===== config.mk =====
export PLATFORM = sky130hd
export DESIGN_NAME = cordic_rot_iter
export DESIGN_NICKNAME = d
export VERILOG_FILES = /design/src/rtl/cordic_rot_iter.sv
export SDC_FILE = /design/constraint.sdc
export NUM_CORES = 1
export LEC_CHECK = 0
export BUFFER_PORTS_ARGS = -buffer_cell sky130_fd_sc_hd__buf_2
export CAP_MARGIN = 10
export CORE_MARGIN = 1.5
export CORE_UTILIZATION = 54
export DETAILED_ROUTE_END_ITERATION = 6
export GPL_TIMING_DRIVEN = 0
export PLACE_DENSITY = 0.71
export SETUP_SLACK_MARGIN = 0.3
export SYNTH_ARGS = -nofsm -noshare
export SYNTH_HDL_FRONTEND = slang
export SYNTH_SLANG_ARGS = --single-unit

===== constraint.sdc =====
create_clock -name clk -period 10.35 [get_ports clk]
set_input_delay 2.5875 -clock clk [delete_from_list [all_inputs] [get_ports clk]]
set_output_delay 2.5875 -clock clk [all_outputs]
set_load 0.05 [all_outputs]

===== src/rtl/cordic_rot_iter.sv =====
// Iterative rotation-mode CORDIC: rotates (xin, yin) by a signed angle using one
// micro-rotation per clock, with quadrant folding, guard bits and round-and-saturate.
module cordic_rot_iter #(
  parameter int W     = 8,
  parameter int ITER  = 8,
  parameter int GUARD = 3
) (
  input  logic                clk,
  input  logic                reset,
  input  logic                in_valid,
  output logic                in_ready,
  input  logic signed [W-1:0] xin,
  input  logic signed [W-1:0] yin,
  input  logic signed [W-1:0] angle,
  output logic                out_valid,
  input  logic                out_ready,
  output logic signed [W-1:0] xout,
  output logic signed [W-1:0] yout
);

  localparam int F  = W - 2;
  localparam int IW = W + GUARD + 2;
  localparam int SH = 30 - F - GUARD;
  localparam int CW = 5;

  typedef enum logic [1:0] {IDLE, RUN, DONE} state_t;

  function automatic logic signed [IW-1:0] q30_scale(input longint v);
    longint r;
    r = (v + (longint'(1) << (SH - 1))) >>> SH;
    return IW'(r);
  endfunction

  function automatic longint atan_q30(input int i);
    case (i)
      0:       return 64'sd843314857;
      1:       return 64'sd497837829;
      2:       return 64'sd263043837;
      3:       return 64'sd133525159;
      4:       return 64'sd67021687;
      5:       return 64'sd33543516;
      6:       return 64'sd16775851;
      7:       return 64'sd8388437;
      8:       return 64'sd4194283;
      9:       return 64'sd2097149;
      10:      return 64'sd1048576;
      11:      return 64'sd524288;
      12:      return 64'sd262144;
      13:      return 64'sd131072;
      14:      return 64'sd65536;
      default: return 64'sd32768;
    endcase
  endfunction

  function automatic logic [16*IW-1:0] build_tab();
    logic [16*IW-1:0] t;
    t = '0;
    for (int i = 0; i < 16; i++) t[i*IW +: IW] = q30_scale(atan_q30(i));
    return t;
  endfunction

  localparam logic [16*IW-1:0]     ATAN_P  = build_tab();
  localparam logic signed [IW-1:0] HP      = q30_scale(64'sd1686629713);
  localparam logic signed [IW:0]   RND     = (IW+1)'(1 << (GUARD - 1));
  localparam logic signed [IW:0]   SAT_MAX = (IW+1)'((1 << (W - 1)) - 1);
  localparam logic signed [IW:0]   SAT_MIN = (IW+1)'(-(1 << (W - 1)));

  function automatic logic signed [IW-1:0] widen(input logic signed [W-1:0] v);
    return {{2{v[W-1]}}, v, {GUARD{1'b0}}};
  endfunction

  // Drop the guard bits with round-half-up, then clamp to the output range.
  function automatic logic signed [W-1:0] round_sat(input logic signed [IW-1:0] v);
    logic signed [IW:0] t;
    t = ($signed({v[IW-1], v}) + RND) >>> GUARD;
    if (t > SAT_MAX)      return SAT_MAX[W-1:0];
    else if (t < SAT_MIN) return SAT_MIN[W-1:0];
    else                  return t[W-1:0];
  endfunction

  state_t                state_q, state_d;
  logic [CW-1:0]         cnt_q, cnt_d;
  logic                  out_valid_q, out_valid_d;
  logic signed [W-1:0]   xout_q, xout_d, yout_q, yout_d;
  logic signed [IW-1:0]  x_q, x_d, y_q, y_d, z_q, z_d;
  logic signed [IW-1:0]  xs, ys, zs, x_rot, y_rot, z_rot, atan_i;
  logic                  accept;

  assign in_ready  = (state_q == IDLE) || (state_q == DONE && out_ready);
  assign accept    = in_valid && in_ready;
  assign out_valid = out_valid_q;
  assign xout      = xout_q;
  assign yout      = yout_q;

  always_comb begin
    xs     = widen(xin);
    ys     = widen(yin);
    zs     = widen(angle);
    atan_i = ATAN_P[int'(cnt_q)*IW +: IW];
    if (!z_q[IW-1]) begin
      x_rot = x_q - (y_q >>> cnt_q);
      y_rot = y_q + (x_q >>> cnt_q);
      z_rot = z_q - atan_i;
    end else begin
      x_rot = x_q + (y_q >>> cnt_q);
      y_rot = y_q - (x_q >>> cnt_q);
      z_rot = z_q + atan_i;
    end

    state_d     = state_q;
    cnt_d       = cnt_q;
    out_valid_d = out_valid_q;
    xout_d      = xout_q;
    yout_d      = yout_q;
    x_d         = x_q;
    y_d         = y_q;
    z_d         = z_q;

    case (state_q)
      RUN: begin
        x_d = x_rot;
        y_d = y_rot;
        z_d = z_rot;
        if (cnt_q == CW'(ITER - 1)) begin
          xout_d      = round_sat(x_rot);
          yout_d      = round_sat(y_rot);
          out_valid_d = 1'b1;
          state_d     = DONE;
        end else begin
          cnt_d = cnt_q + CW'(1);
        end
      end
      DONE: begin
        if (out_ready) begin
          out_valid_d = 1'b0;
          state_d     = IDLE;
        end
      end
      default: ;
    endcase

    // Fold angles beyond +-pi/2 by a quarter turn so the micro-rotations converge.
    if (accept) begin
      if (zs > HP) begin
        x_d = -ys;
        y_d = xs;
        z_d = zs - HP;
      end else if (zs < -HP) begin
        x_d = ys;
        y_d = -xs;
        z_d = zs + HP;
      end else begin
        x_d = xs;
        y_d = ys;
        z_d = zs;
      end
      cnt_d       = '0;
      out_valid_d = 1'b0;
      state_d     = RUN;
    end
  end

  always_ff @(posedge clk) begin
    if (reset) begin
      state_q     <= IDLE;
      cnt_q       <= '0;
      out_valid_q <= 1'b0;
      xout_q      <= '0;
      yout_q      <= '0;
    end else begin
      state_q     <= state_d;
      cnt_q       <= cnt_d;
      out_valid_q <= out_valid_d;
      xout_q      <= xout_d;
      yout_q      <= yout_d;
    end
  end

  always_ff @(posedge clk) begin
    x_q <= x_d;
    y_q <= y_d;
    z_q <= z_d;
  end

endmodule


==> impl_metrics.yaml, run 1 <==
outcome:
  status: "finished clean"
timing:
  min_period_ns: 6.35
  finClkSkew_ns: 0.00836
  setup_viol_count_final: 0
  layout_worst_path_cycle_share_pct: 61.4
  tightestPinTransition_ns: 0.940
  maxSlewViolCount: 0
  maxSlewHeadroom_pct: 37.1
  rsz0062_at_grt: "no"
  finalSetupTns_ns: 0
  timing.fmax_mhz: 157
  hold_viol: 0
critical_path:
  worstPathMaxFanout: 10
  cpPeakStageDelay_ns: 0.61
  crit_path_start_kind: "register"
  critical-path-top-delay-family: "compound AO/OA/AOI/OAI gates"
  path_class: "reg -> reg"
  cp_common_cell: "buf_2"
  crit_chain: "buf_2 > buf_2 > buf_2 > mux4_1 > nand2_1 > a32o_1 > a21oi_1 > inv_1 > ha_1 > and2_1 > a21oi_1 > xnor2_1 > ha_1 > nand3_1 > o2111ai_1 > xor2_1 > and3_1 > nor4b_1 > mux2i_1 > o21ai_1 > a21oi_2 > a211oi_1"
  critPathCaptureType: "register"
  crit_slowest_cell: "nor4b_1"
  cp.arrival_ns: 6.54
  critical_path_required_ns: 10.54
  critical_path_buf_inv_count: 4
finish:
  drive_gt1_share_pct: 10.7
  final_nets: 1061
  final_common_cell: "nor2_1"
  mostFrequentLayoutCells: "nor2_1, nand2_1, a21oi_1"
  fillers: 1254
  antennaDiodeCount: 0
  area_growth_pct: 9.64
synthesis:
  synthesis.nets: 1006
  yosysTopAreaCellShare_pct: 15.6
  async_flop_share_pct: 0
  synth_area_mm2: 0.00749
  ys_seq_elements: 62
  synth.avg_cell_area_um2: 8.12
  synth_edf_count: 39
  synth.distinct_cells: 82
  ys_seq_area_share_pct: 21.8
  netlist_instances: 922
  ys_warn_count: 0
  synth_largest_area_cell: "edfxtp_1"
  ys.flop_type: "edfxtp_1"
  synth.area.top_cells: "edfxtp_1, ha_1, dfxtp_1"
floorplanning:
  dieHeight_um: 121
  placementRows: 42
  dieArea_mm2: 0.0146
  pin_count: 46
  core_mm2: 0.0134
  die_w_um: 121
  start_util_pct: 55.9
placed_design:
  dp_hpwl_um: 18200
  gp_congestion: 1.02
  portBuffers: 43
clocking:
  cts_root_buffer: "clkbuf_16"
  h-tree-depth: 3
  clk_path_buf_depth: 2
  clkLatencyLatePin_ns: 0.34
  cts_buffers: 9
  hold_buffers: 0
  cts_resized: 0
  post_cts_buffers: 0
  path_clk_slew_ns: 0.06
  cts_tree: "built"
  clock_sinks: 62
route:
  first_iter_violations: 711
  viasPerCell: 6.31
  drc: 0
  avgRoutedWirePerCell_um: 20.1
  num_vias: 7312
  wl_um: 23300
  dr.pass1.iters: 5
  ant_nets: 0
global_route:
  antenna_found_initial: 0
  grt_max_degree: 40
  grt_overflow: 0
  grt_pass1_vias: 6873
  grt_usage_pct: 32.8
  grt_pass1_wl_um: 36900
job:
  cap_violations: 0
hold_path:
  min_path_type: "reg -> reg"
-- logic make-up (layout without fill, tap and decap cells) --
family	count (synthesis)	in the layout	share of synthesized area (%)
DFF	62	62	21.8
buffers and inverters	89	149	5.11
xor gates and xnor gates	73	73	8.96
adders and majority gates	56	56	9.66
and+or+nand+nor	326	326	20.7
muxes	42	42	9.51
AOI/OAI and AO/OA	274	274	24.3
-- metrics by stage --
stage	setup WS (ns)	hold slack (ns)	util [%]	cells	cell area, um2
2_1_floorplan	4.28	0.498	-	922	7490
3_3_place_gp	4.21	0.447	59.1	1141	7920
3_5_place_dp	4.21	0.449	59.1	1141	7920
4_1_cts	4.17	0.461	61.2	1157	8200
5_1_grt	3.68	0.475	61.3	1158	8210
6_report	4.00	0.455	61.3	1158	8210
-- flip-flops by register name, indices dropped and copies added (netlist names) --
| register | cells |
|---|---|
| x_q | 13 |
| y_q | 13 |
| z_q | 13 |
| xout | 8 |
| yout | 8 |
| cnt_q | 5 |
| state_q | 2 |
-- final cells by class --
| cell class | count | area, um2 | area share (%) |
|---|---|---|---|
| Tap cell | 176 | 220 | 2.68 |
| Buffer | 48 | 229 | 2.79 |
| Multi-Input combinational cell | 771 | 5470 | 66.7 |
| Clock buffer | 9 | 225 | 2.74 |
| Clock inverter | 7 | 53.8 | 0.655 |
| Sequential cell | 62 | 1630 | 19.9 |
| Timing Repair Buffer | 44 | 220 | 2.68 |
| Inverter | 41 | 154 | 1.88 |
-- routing by layer --
| layer | global-route usage (%) | up-vias | share of wire (%) | routed length, um |
|---|---|---|---|---|
| met5 | 0 | - | 0 | 0 |
| met4 | 14.2 | 0 | 4.1 | 946 |
| met3 | 5.42 | 63 | 7.7 | 1810 |
| met2 | 49.2 | 326 | 43 | 10000 |
| met1 | 46.5 | 3387 | 45 | 10600 |
| li1 | - | 3536 | - | - |
-- cell usage after synthesis (19+ instances only) --
| cell | instances |
|---|---|
| nor2_1 | 100 |
| nand2_1 | 83 |
| a21oi_1 | 77 |
| o21ai_0 | 58 |
| ha_1 | 53 |
| xnor2_1 | 42 |
| inv_1 | 41 |
| edfxtp_1 | 39 |
| nor3_1 | 33 |
| clkbuf_1 | 31 |
| xor2_1 | 29 |
| nand3_1 | 25 |
| dfxtp_1 | 23 |
| a211oi_1 | 19 |
| mux2i_1 | 19 |
-- path summary, 6_finish.rpt --
path	start	to	slack, ns	depth (start not counted)
worst max-delay path	cnt_q[1]	xout[2]	4.00	22
worst min-delay path	yout[0]	yout[0]	0.46	2
worst max register to register	cnt_q[1]	xout[2]	4.00	22
worst min register to register	yout[0]	yout[0]	0.46	2
-- tightest hold or removal path: stages (launching register included) --
cell and delay [ns]:
dfxtp_1 0.32, nand2_1 0.06, o31ai_2 0.05
Power of run 1 is not shown: default switching activity piles up to over one toggle a cycle in this logic, so the estimate is an artifact.
==> run 2: changes to the inputs <==
- PLACE_DENSITY: 0.71 -> 0.74
- clock period: 10.35 -> 5.4 ns (I/O delays scaled with it)
==> impl_metrics.yaml, run 2 (synthesis gave the netlist of run 1 again) <==
critical_path:
  path_class: "reg -> reg"
  crit_slowest_cell: "mux4_2"
  crit_chain: "mux4_2 > mux4_2 > nand2b_1 > and2_4 > ha_4 > and2_4 > a31o_2 > xnor2_4 > ha_2 > nor4_4 > nand2_1 > o2bb2ai_2 > o211ai_1 > nor4b_4 > mux2i_2 > o21ai_1 > a21oi_2 > buf_6 > a211oi_1"
  worstPathMaxFanout: 7
  r2r-start: "y_q[11]"
  r2r_cells: 19
  cp.arrival_ns: 5.25
  critPathCaptureType: "register"
  cpPeakStageDelay_ns: 0.60
  crit_path_start_kind: "register"
  critical_path_required_ns: 5.59
  crit_start: "y_q[11]"
route:
  dr_wl_met2_um: 11400
  wirelength_met1_um: 10400
  first_iter_violations: 974
  dr_wl_met3_um: 2550
  viasPerCell: 6.58
  top_layer: "met4"
  drc: 0
  wl_um: 25500
  ant_nets: 0
  num_vias: 7923
  dr.pass1.iters: 6
  avgRoutedWirePerCell_um: 21.1
clocking:
  cts_root_buffer: "clkbuf_16"
  h-tree-depth: 3
  cts_buffers: 9
  path_clk_slew_ns: 0.06
  clk_path_buf_depth: 2
  cts_tree: "built"
  clock_sinks: 62
  clkLatencyLatePin_ns: 0.34
finish:
  antennaDiodeCount: 0
  mostFrequentLayoutCells: "nor2_1, nand2_1, a21oi_1"
  top_regs: "x_q: 13 flops, y_q: 13 flops, z_q: 13 flops"
  final_nets: 1108
  final_common_cell: "nor2_1"
  area_growth_pct: 22.2
  drive_gt1_share_pct: 22.4
floorplanning:
  placementRows: 42
  dieArea_mm2: 0.0146
  core_mm2: 0.0134
  die_w_um: 121
  dieHeight_um: 121
  start_util_pct: 55.9
  pin_count: 46
timing:
  fin_hold_ws_ns: 0.461
  maxSlewViolCount: 0
  tightestPinTransition_ns: 0.976
  maxSlewHeadroom_pct: 34.7
  rsz0062_at_grt: "yes"
  hold_viol: 0
  finClkSkew_ns: 0.00545
  setup_viol_count_final: 0
  layout_worst_path_cycle_share_pct: 93.7
  min_period_ns: 5.06
  timing.fmax_mhz: 198
global_route:
  grt_pass1_vias: 6961
  grt_max_degree: 40
  grt_pass1_wl_um: 37900
  antenna_found_initial: 0
  grt_overflow: 0
  grt_usage_pct: 33.9
placed_design:
  gp_congestion: 0.975
  portBuffers: 43
  dp_hpwl_um: 18400
job:
  cap_violations: 0
hold_path:
  hold_path_startpoint: "xout[0]"
  hold_depth: 2
  min_path_type: "reg -> reg"
outcome:
  status: "finished clean"
run 2: cell types whose count changed in the layout (fill, tap and decap cells not counted), sizes merged:
cell / delta
buf: +47
bufinv: +1
clkbuf: +2
clkinv: -2
inv: -1
run 2: timing repair:
action,in CTS,in global routing
pin swaps,16,32
endpoints found under the setup margin,19,16
setup buffers,17,30
hold buffers,0,0
gates resized for setup,52,75
run 2: final timing paths:
path | endpoint | slack, ns
setup / recovery | xout[6] | 0.34
hold / removal | xout[0] | 0.46
setup reg to reg | xout[6] | 0.34
hold reg to reg | xout[0] | 0.46
run 2: worst max-delay path: cells and delay by family (launching register included):
kind | cells | cell delay [ns]
flip-flops | 1 | 0.57
adder cells (fa/ha/maj) | 2 | 0.39
XOR/XNOR | 1 | 0.10
multiplexers | 3 | 1.43
AND/OR/NAND/NOR | 6 | 1.36
AO/OA/AOI/OAI | 6 | 0.92
buffers and inverters | 1 | 0.14
run 2: final cells by class:
class                      instances  area (um2)
buffer                            48         297
clock buffer                      11         264
tap                              176         220
clock inverter                     5        61.3
sequential                        62        1640
multi-input combinational        771        5930
timing repair buffer              91         583
inverter                          41         154
fill                            1130        4250
run 2: through the flow:
| stage | setup WS, ns | util, % | cells | TNS, ns | cell area, um2 |
|---|---|---|---|---|---|
| finish | 0.342 | 68.3 | 1205 | 0 | 9150 |
| global route | 0.177 | 68.3 | 1205 | 0 | 9150 |
| CTS | 0.300 | 64.3 | 1174 | 0 | 8610 |
| detailed placement | -0.620 | 59.1 | 1141 | -8.19 | 7920 |
| global placement | -0.638 | 59.1 | 1141 | -7.89 | 7920 |
| floorplan | 0.319 | - | 922 | 0 | 7490 |
run 2: per-layer routing:
metal / GRT usage [%] / vias up
li1: - / 3642
met1: 46.4 / 3741
met2: 53.4 / 446
met3: 5.05 / 94
met4: 14.6 / 0
met5: 0 / -
Power of run 2 is left out for the same reason.
